### config.mk
export PLATFORM = sky130hd
export DESIGN_NAME = mask_blend
export DESIGN_NICKNAME = d
export VERILOG_FILES = /design/src/rtl/yoda_pkg.sv /design/src/rtl/raster_counter.sv /design/src/rtl/mask_blend.sv
export SDC_FILE = /design/constraint.sdc
export NUM_CORES = 1
export LEC_CHECK = 0
export ABC_AREA = 0
export ABC_CLOCK_PERIOD_IN_PS = 2400
export CAP_MARGIN = 25
export CELL_PAD_IN_SITES_DETAIL_PLACEMENT = 1
export CELL_PAD_IN_SITES_GLOBAL_PLACEMENT = 1
export CORE_ASPECT_RATIO = 2
export CORE_MARGIN = 2
export CORE_UTILIZATION = 33
export DETAILED_ROUTE_END_ITERATION = 6
export GPL_TIMING_DRIVEN = 0
export PLACE_DENSITY_LB_ADDON = 0.15
export SLEW_MARGIN = 5
export SYNTH_ARGS = -nofsm -noshare
export SYNTH_HDL_FRONTEND = slang
export SYNTH_SLANG_ARGS = --single-unit
### constraint.sdc
create_clock -name clk -period 2.4 [get_ports clk]
set_input_delay 0.48 -clock clk [delete_from_list [all_inputs] [get_ports clk]]
set_output_delay 0.48 -clock clk [all_outputs]
set_load 0.05 [all_outputs]
### src/rtl/yoda_pkg.sv
// Shared definitions for the mask application stage.
//   - pixel / ROM address widths
//   - combine-rule encodings carried on the 2-bit mode input
//   - control state encoding used by mask_blend
package yoda_pkg;

   localparam int PIX_W = 12;   // RGB444 {R[11:8],G[7:4],B[3:0]}
   localparam int ROW_W = 7;    // mask_rom row address width (up to 128 lines)
   localparam int COL_W = 8;    // mask_rom column address width (up to 256 pixels)

   localparam logic [1:0] MODE_OVERLAY = 2'd0;  // mask colour unless it is the key colour
   localparam logic [1:0] MODE_AND     = 2'd1;  // bitwise AND of image and mask
   localparam logic [1:0] MODE_BYPASS  = 2'd2;  // image pixel unchanged
   localparam logic [1:0] MODE_MASK    = 2'd3;  // mask colour only

   typedef enum logic [1:0] {
      ST_IDLE  = 2'd0,
      ST_RUN   = 2'd1,
      ST_DRAIN = 2'd2
   } state_t;

endpackage

### src/rtl/raster_counter.sv
// Raster position counter for one frame.
//   clk          : clock
//   rst          : synchronous active-high reset
//   i_clear      : force position back to (0,0)
//   i_advance    : step one pixel in raster order
//   o_row/o_col  : current position (registered)
//   o_col_last   : current column is the last of the line
//   o_frame_last : current position is the last pixel of the frame
// The position wraps to (0,0) after the last pixel of the frame.
module raster_counter
   import yoda_pkg::*;
#(
   parameter int IMG_W = 160,
   parameter int IMG_H = 120
) (
   input  logic             clk,
   input  logic             rst,
   input  logic             i_clear,
   input  logic             i_advance,
   output logic [ROW_W-1:0] o_row,
   output logic [COL_W-1:0] o_col,
   output logic             o_col_last,
   output logic             o_frame_last
);

   localparam logic [COL_W-1:0] COL_MAX = COL_W'(IMG_W - 1);
   localparam logic [ROW_W-1:0] ROW_MAX = ROW_W'(IMG_H - 1);

   logic [ROW_W-1:0] r_row;
   logic [COL_W-1:0] r_col;
   logic             w_col_last;
   logic             w_frame_last;

   assign w_col_last   = (r_col == COL_MAX);
   assign w_frame_last = w_col_last && (r_row == ROW_MAX);

   always_ff @(posedge clk) begin
      if (rst || i_clear) begin
         r_row <= '0;
         r_col <= '0;
      end else if (i_advance) begin
         if (w_col_last) begin
            r_col <= '0;
            r_row <= w_frame_last ? '0 : r_row + 1'b1;
         end else begin
            r_col <= r_col + 1'b1;
         end
      end
   end

   assign o_row        = r_row;
   assign o_col        = r_col;
   assign o_col_last   = w_col_last;
   assign o_frame_last = w_frame_last;

endmodule

### src/rtl/mask_blend.sv
// Streaming mask application stage, downstream of mask_rom.
// Takes one raster-ordered RGB444 frame per start, addresses mask_rom with
// the current row/col, and combines each image pixel with the mask colour.
//   clk, rst            : clock, synchronous active-high reset
//   start, mode         : begin a frame (IDLE only), combine rule latched at start
//   in_valid/in_ready   : image pixel handshake, in_pixel data
//   rom_row/rom_col     : mask address (registered counters)
//   rom_data            : mask colour, combinational from the address
//   out_valid/out_ready : output handshake; out_pixel, out_sof/eol/eof
//   busy                : frame in progress (RUN or DRAIN)
//   done                : one-cycle pulse once the last pixel has left
module mask_blend
   import yoda_pkg::*;
#(
   parameter int               IMG_W     = 160,
   parameter int               IMG_H     = 120,
   parameter logic [PIX_W-1:0] KEY_COLOR = 12'h000
) (
   input  logic             clk,
   input  logic             rst,
   input  logic             start,
   input  logic [1:0]       mode,
   input  logic             in_valid,
   output logic             in_ready,
   input  logic [PIX_W-1:0] in_pixel,
   output logic [ROW_W-1:0] rom_row,
   output logic [COL_W-1:0] rom_col,
   input  logic [PIX_W-1:0] rom_data,
   output logic             out_valid,
   input  logic             out_ready,
   output logic [PIX_W-1:0] out_pixel,
   output logic             out_sof,
   output logic             out_eol,
   output logic             out_eof,
   output logic             busy,
   output logic             done
);

   state_t           r_state;
   state_t           w_state_next;
   logic [1:0]       r_mode;
   logic             r_out_valid;
   logic [PIX_W-1:0] r_out_pixel;
   logic             r_sof;
   logic             r_eol;
   logic             r_eof;
   logic             r_done;
   logic             w_done_next;
   logic             w_start_frame;
   logic             w_in_ready;
   logic             w_accept;
   logic             w_col_last;
   logic             w_frame_last;
   logic [ROW_W-1:0] w_row;
   logic [COL_W-1:0] w_col;

   function automatic logic [PIX_W-1:0] combine(
      input logic [PIX_W-1:0] pix,
      input logic [PIX_W-1:0] mask,
      input logic [1:0]       m
   );
      case (m)
         MODE_OVERLAY: combine = (mask == KEY_COLOR) ? pix : mask;
         MODE_AND:     combine = pix & mask;
         MODE_BYPASS:  combine = pix;
         default:      combine = mask;
      endcase
   endfunction

   raster_counter #(
      .IMG_W (IMG_W),
      .IMG_H (IMG_H)
   ) u_raster_counter (
      .clk          (clk),
      .rst          (rst),
      .i_clear      (w_start_frame),
      .i_advance    (w_accept),
      .o_row        (w_row),
      .o_col        (w_col),
      .o_col_last   (w_col_last),
      .o_frame_last (w_frame_last)
   );

   // The single output register may take a new pixel when it is empty or
   // being drained this same cycle.
   assign w_in_ready = (r_state == ST_RUN) && (!r_out_valid || out_ready);
   assign w_accept   = in_valid && w_in_ready;

   always_comb begin
      w_state_next  = r_state;
      w_done_next   = 1'b0;
      w_start_frame = 1'b0;
      case (r_state)
         ST_IDLE: begin
            if (start) begin
               w_state_next  = ST_RUN;
               w_start_frame = 1'b1;
            end
         end
         ST_RUN: begin
            if (w_accept && w_frame_last) begin
               w_state_next = ST_DRAIN;
            end
         end
         ST_DRAIN: begin
            // Finished once the last pixel is gone or leaves this cycle.
            if (!r_out_valid || out_ready) begin
               w_state_next = ST_IDLE;
               w_done_next  = 1'b1;
            end
         end
         default: w_state_next = ST_IDLE;
      endcase
   end

   always_ff @(posedge clk) begin
      if (rst) begin
         r_state <= ST_IDLE;
         r_done  <= 1'b0;
      end else begin
         r_state <= w_state_next;
         r_done  <= w_done_next;
      end
   end

   always_ff @(posedge clk) begin
      if (rst) begin
         r_mode <= MODE_OVERLAY;
      end else if (w_start_frame) begin
         r_mode <= mode;
      end
   end

   always_ff @(posedge clk) begin
      if (rst) begin
         r_out_valid <= 1'b0;
         r_out_pixel <= '0;
         r_sof       <= 1'b0;
         r_eol       <= 1'b0;
         r_eof       <= 1'b0;
      end else if (w_accept) begin
         r_out_valid <= 1'b1;
         r_out_pixel <= combine(in_pixel, rom_data, r_mode);
         r_sof       <= (w_row == '0) && (w_col == '0);
         r_eol       <= w_col_last;
         r_eof       <= w_frame_last;
      end else if (out_ready) begin
         r_out_valid <= 1'b0;
      end
   end

   assign in_ready  = w_in_ready;
   assign rom_row   = w_row;
   assign rom_col   = w_col;
   assign out_valid = r_out_valid;
   assign out_pixel = r_out_pixel;
   assign out_sof   = r_sof;
   assign out_eol   = r_eol;
   assign out_eof   = r_eof;
   assign busy      = (r_state != ST_IDLE);
   assign done      = r_done;

endmodule

# Word level (Yosys, flattened, before mapping)
# Cells that the tools add are included.
[op_classes]
addsub = 2
n_eq_ne = 9
n_mux = 13
bitwise = 2
n_reduce_logical = 18
[ops]
columns = ["operator", "count"]
rows = [
  ["case mux 12 bit (3 select lines)", 1],
  ["bitwise AND 12 bit", 1],
  ["zero test 12 bit", 1],
  ["2-to-1 mux 12 bit", 1],
  ["adder 8 x 1 -> 8 bit, second input constant", 1],
  ["equality test 8 bit, second input constant", 1],
  ["zero test 8 bit", 1],
  ["2-to-1 mux 8 bit", 1],
  ["adder 7 x 1 -> 7 bit, second input constant", 1],
  ["equality test 7 bit, second input constant", 1],
  ["zero test 7 bit", 1],
  ["2-to-1 mux 7 bit", 1],
  ["2-to-1 mux 2 bit", 3],
  ["case mux 2 bit (3 select lines)", 1],
  ["logical AND 1 bit", 5],
  ["2-to-1 mux 1 bit", 5],
  ["equality test 2 x 1 -> 1 bit, second input constant", 2],
  ["equality test 2 bit, second input constant", 2],
  ["zero test 2 bit", 2],
  ["!= test 2 bit, second input constant", 2],
  ["nonzero test 2 bit", 2],
  ["AND reduction 3 bit", 1],
  ["logical OR 1 bit", 2],
  ["!= test 2 x 1 -> 1 bit, second input constant", 1],
  ["4 further kinds", 4],
]
[word_totals]
register_bits = 36
inputBits = 31
out_inout_bits = 34
elab_cells = 54

# Logic depth before layout (Yosys ltp)
[logic_depth]
ltp_word = 7
depth_mapped = 6
depth_no_buf = 6

# Modules after synthesis
# A second synthesis with hierarchy kept.
[unflattened]
hier_cells = 206
area_unflattened_um2 = 1869.3
[by_module_without_submodules]
columns = ["mod", "instances", "cells_per_inst", "area_per_inst_um2", "seq_area_each_um2"]
rows = [
  ["mask_blend", 1, 120, 1097.3, 420.4],
  ["raster_counter", 1, 86, 772.0, 300.3],
]

# Worst setup path after synthesis
# No wires, ideal clock.
[synth_timing]
kind = "flip-flop to flip-flop"
startpoint = "register u_raster_counter.r_col[0], in the netlist u_raster_counter.o_col[0]"
endpoint = "register u_raster_counter.r_col[0], in the netlist u_raster_counter.o_col[0]"
setup_ns = 0.128
arrival_time_ns = 1.938
t_required_ns = 2.272
slack_ns = 0.334
path_stages_with_launch = 7
path_buffers = 1
synth_period_minus_slack_ns = 2.066
path_cell_list = "dfxtp_1 -> ha_1 -> nand2_1 -> or3_1 -> clkbuf_1 -> o21ai_1 -> nor2_1"
[synth_between]
elab_chain_len = 2
word_cells_on_any_way = 3
classes_between = "add/sub (1); eq/ne (1); mux (1)"
[synth_rtl]
columns = ["element", "line_no", "source"]
rows = [
  ["start: declaration", "raster_counter.sv:30", "logic [COL_W-1:0] r_col;"],
  ["start signal: assignment", "raster_counter.sv:46", "r_col <= r_col + 1'b1;"],
  ["adder 8 x 1 -> 8 bit or equality test 8 bit (tied branches)", "raster_counter.sv:46, raster_counter.sv:34", ""],
  ["2-to-1 mux 8 bit (*)", "raster_counter.sv:42", "if (w_col_last) begin"],
]
# Every way passes the cells marked *; elsewhere a longest branch is shown, timed or not.
# A chain may end at the register's enable or synchronous reset.

# Worst setup path after layout
[layout_timing]
startpoint = "input rom_data[8]"
endpoint = "register r_out_pixel[10], in the netlist out_pixel[10]"
[layout_between]
elab_chain_len = 3
[layout_rtl]
columns = ["element", "line_no", "source"]
rows = [
  ["start: declaration", "mask_blend.sv:28", "input logic [PIX_W-1:0] rom_data,"],
  ["zero test 12 bit", "mask_blend.sv:63", "MODE_OVERLAY: combine = (mask == KEY_COLOR) ? pix : mask;"],
  ["2-to-1 mux 12 bit", "mask_blend.sv:63", ""],
  ["case mux 12 bit (3 select lines)", "mask_blend.sv:62", "case (m)"],
  ["end signal: assignment", "mask_blend.sv:143", "r_out_pixel <= combine(in_pixel, rom_data, r_mode);"],
  ["end: declaration", "mask_blend.sv:43", "logic [PIX_W-1:0] r_out_pixel;"],
]
# No other way between the ends.

==> qor.csv <==
stage,metric,value,unit
sta,Max Clock Skew,0.003763,ns
power_and_ir_drop,Peak VDD IR,0.4812,mV
sta,final worst slack,0.1063,ns
drt,vias per cell,5.817,
synth,Mean Syn Cell Area,8.257,um^2
hold_path,Hold Crit Class,reg2reg,
power_and_ir_drop,pwr dens,554.4,mW/mm^2
synth,Synthesized Nets,272,
setup_path,WS Path Type,in2reg,
floorplanning,Initial Util,34.28,%
clock_network,Num CTS Buffers,5,
synth,Most used DFF post-synth,dfxtp_1,
floorplanning,Die W,58.45,um
setup_path,CP Max Fanout,3,
sta,RSZ-0062 raised after global routing,true,
synth,"FFs w/ async S/R, synth",0,%
global_route,vias in the first global route,2307,
sta,# setup viols final,0,
drt,DR WL/cell,18.20,um
synth,Synth Register Bits,36,
sta,min Tclk post-route,2.294,ns
clock_network,Clock Path Buffers,2,
layout,"commonest non-fill, non-tap cells in the layout","clkdlybuf4s50_1 (61), dfxtp_1 (36), a21oi_1 (22), inv_1 (18), nor2_1 (16)",
layout,ANT cells,0,
clock_network,worst skew pair latency,0.28,ns
layout,Finished Layout Cells,371,
setup_path,Critical Path Start,rom_data[8],
sta,WHS,0.4569,ns
global_route,"Remaining Overflow, GRT",0,
place,GP Congestion,0.8463,
place,hpwl dp,5207,um
sta,Slew Limit Fails,0,
synth,Synth warnings,0,
setup_path,WP data required,2.59,ns
setup_path,Worst setup EP type,flop,
setup_path,FF-to-FF End,u_raster_counter.o_row[3],
synth,"Seq/Total Area, Yosys",36.83,%
drt,DRC errors left,0,
global_route,first-pass GRT wire length,11220,um
clock_network,CTS root buffer,clkbuf_16,
setup_path,R2R depth,6,
clock_network,CTS H-tree lvls,2,
sta,fmax,436.0,MHz
clock_network,Clock Sinks,36,
place,Post-Place Cells,362,
setup_path,Arrival @ worst endpoint,2.48,ns
floorplanning,I/O pin total,65,
global_route,largest net degree at the start of global routing,11,
place,pre-CTS setup slack,-0.4388,ns
power_and_ir_drop,Leak Pwr,0.001005,uW
drt,Iter 0 DRT Violations,86,
setup_path,FF-to-FF setup slack,0.26,ns
clock_network,Hold Buf Count CTS,0,
drt,detailed-route via count,2158,
sta,worst slew pin tran,1.015,ns
synth,Post-Syn Instances,237,
clock_network,CTS tree,built,
setup_path,CP endpoint,out_pixel[10],
drt,final antenna-violating net count,0,
drt,routed wire length,6754,um
setup_path,CP startpoint kind,input pin,
setup_path,RR Startpoint,u_raster_counter.o_col[0],
global_route,Total GRT Usage,22.02,%
layout,Final Net Count,344,
flow_run,max cap viols,0,
sta,Final Hold Fails,0,
layout,Area Growth Syn to Fin,45.40,%
floorplanning,Die Y,112.9,um
drt,Pre-antenna DRT Iters,4,
synth,post-synth cell types,43,
status,status,"finished, final reports clean",
layout,"most common cell after layout, fill and taps aside",clkdlybuf4s50_1,
synth,post-synth design cell area,0.001957,mm^2
sta,relative slew slack,32.17,%
floorplanning,core area,0.005709,mm^2
global_route,initial antenna violation count,0,
synth,number of flops mapped to enable cells by yosys,0,
clock_network,clk slew on worst S/H paths,0.06,ns
sta,"Period Utilization, post-route",95.57,%
floorplanning,area of the die,0.006599,mm^2
floorplanning,row count,39,
layout,layout cells sized above 1,6.774,%
place,I/O Buffers,63,
-- cells by family after synthesis --
kind of cell               count (synthesis)  synth area share (%)
buffers and inverters                     34                 6.777
xor gates and xnor gates                   5                 2.238
and+or+nand+nor                           83                 23.34
AOI/OAI and AO/OA                         74                 27.75
DFF                                       36                 36.83
muxes                                      1                0.5115
adders and majority gates                  4                 2.558
-- registers in the layout, summed over array words and instances (netlist names) --
name / cells
done: 1
out_valid: 1
r_mode: 2
out_pixel: 12
out_eof: 1
r_state: 2
out_eol: 1
u_raster_counter.o_col: 8
u_raster_counter.o_row: 7
out_sof: 1
-- layout make-up --
| class | count | area [um^2] |
|---|---|---|
| Buffer | 16 | 68.82 |
| Multi-Input combinational cell | 167 | 1121 |
| Clock buffer | 8 | 146.4 |
| Tap cell | 61 | 76.32 |
| Inverter | 18 | 67.56 |
| Sequential cell | 36 | 720.7 |
| Fill cell | 692 | 2864 |
| Timing Repair Buffer | 65 | 644.4 |
-- report_power, final --
| part | switching, uW | internal (uW) | total, uW |
|---|---|---|---|
| Sequential | 13.6 | 617 | 631 |
| Clock | 246 | 414 | 660 |
| Combinational | 169 | 118 | 287 |
-- metal layers --
| metal | wire (um) | vias to the layer above | share of wire, % | GRT usage (%) |
|---|---|---|---|---|
| li1 | - | 1032 | - | - |
| met1 | 2440 | 1059 | 36 | 22.17 |
| met4 | 243 | 0 | 3.6 | 13.95 |
| met5 | 0 | - | 0 | 0 |
| met2 | 3861 | 52 | 57 | 40.15 |
| met3 | 208 | 15 | 3.1 | 3.086 |
-- worst min path at each step --
stage | slack, ns | depth (start not counted) | start | to
floorplan | 0.49 | 1 | r_state[0] | done
global placement | 0.45 | 2 | out_sof | out_sof
detailed placement | 0.46 | 2 | out_sof | out_sof
CTS | 0.46 | 2 | out_sof | out_sof
global route | 0.49 | 2 | out_eof | out_eof
finish | 0.46 | 2 | out_sof | out_sof
-- through the flow --
stage	cell area [um^2]	total power (uW)	setup TNS (ns)	utilization [%]
floorplan	1957	800.7	0	-
global placement	2664	924.4	-5.391	46.66
detailed placement	2669	926.8	-6.075	46.75
CTS	2821	1587	0	49.42
global route	2845	1636	-0.007749	49.84
finish	2845	1577	0	49.84
-- synthesized netlist by cell type (all sizes together), types with 2 or more instances --
library cell / count / area, um^2
nor4: 2 / 12.51
o31ai: 9 / 67.56
nand4: 5 / 31.28
a21oi: 22 / 110.1
o21ai: 7 / 35.03
o211ai: 4 / 35.03
a31oi: 8 / 50.05
nor2: 16 / 60.06
a311oi: 8 / 70.07
nand2: 12 / 45.04
or3: 3 / 18.77
dfxtp: 36 / 720.7
nor3: 8 / 40.04
o221a: 8 / 90.09
nor2b: 3 / 18.77
and4: 2 / 17.52
xnor2: 4 / 35.03
nand3b: 2 / 15.01
buf: 2 / 12.51
inv: 18 / 67.56
or2: 3 / 18.77
clkbuf: 14 / 52.55
nand3: 8 / 40.04
a211oi: 3 / 22.52
ha: 4 / 50.05
nand2b: 3 / 18.77
and3: 5 / 31.28
or4: 8 / 63.81
-- what timing repair did --
item / 4_1_cts / 5_1_grt
pin swaps: 1 / 1
resized for setup: 1 / 10
endpoints found under the setup margin: 9 / 18
setup buffers: 1 / 0
-- critical path, stage by stage --
cell	delay, ns
clkdlybuf4s50_1	0.45
or4_4	0.56
o41ai_4	0.47
buf_4	0.20
o211ai_1	0.08
a211oi_1	0.24
(Power assumes the default switching activity.)
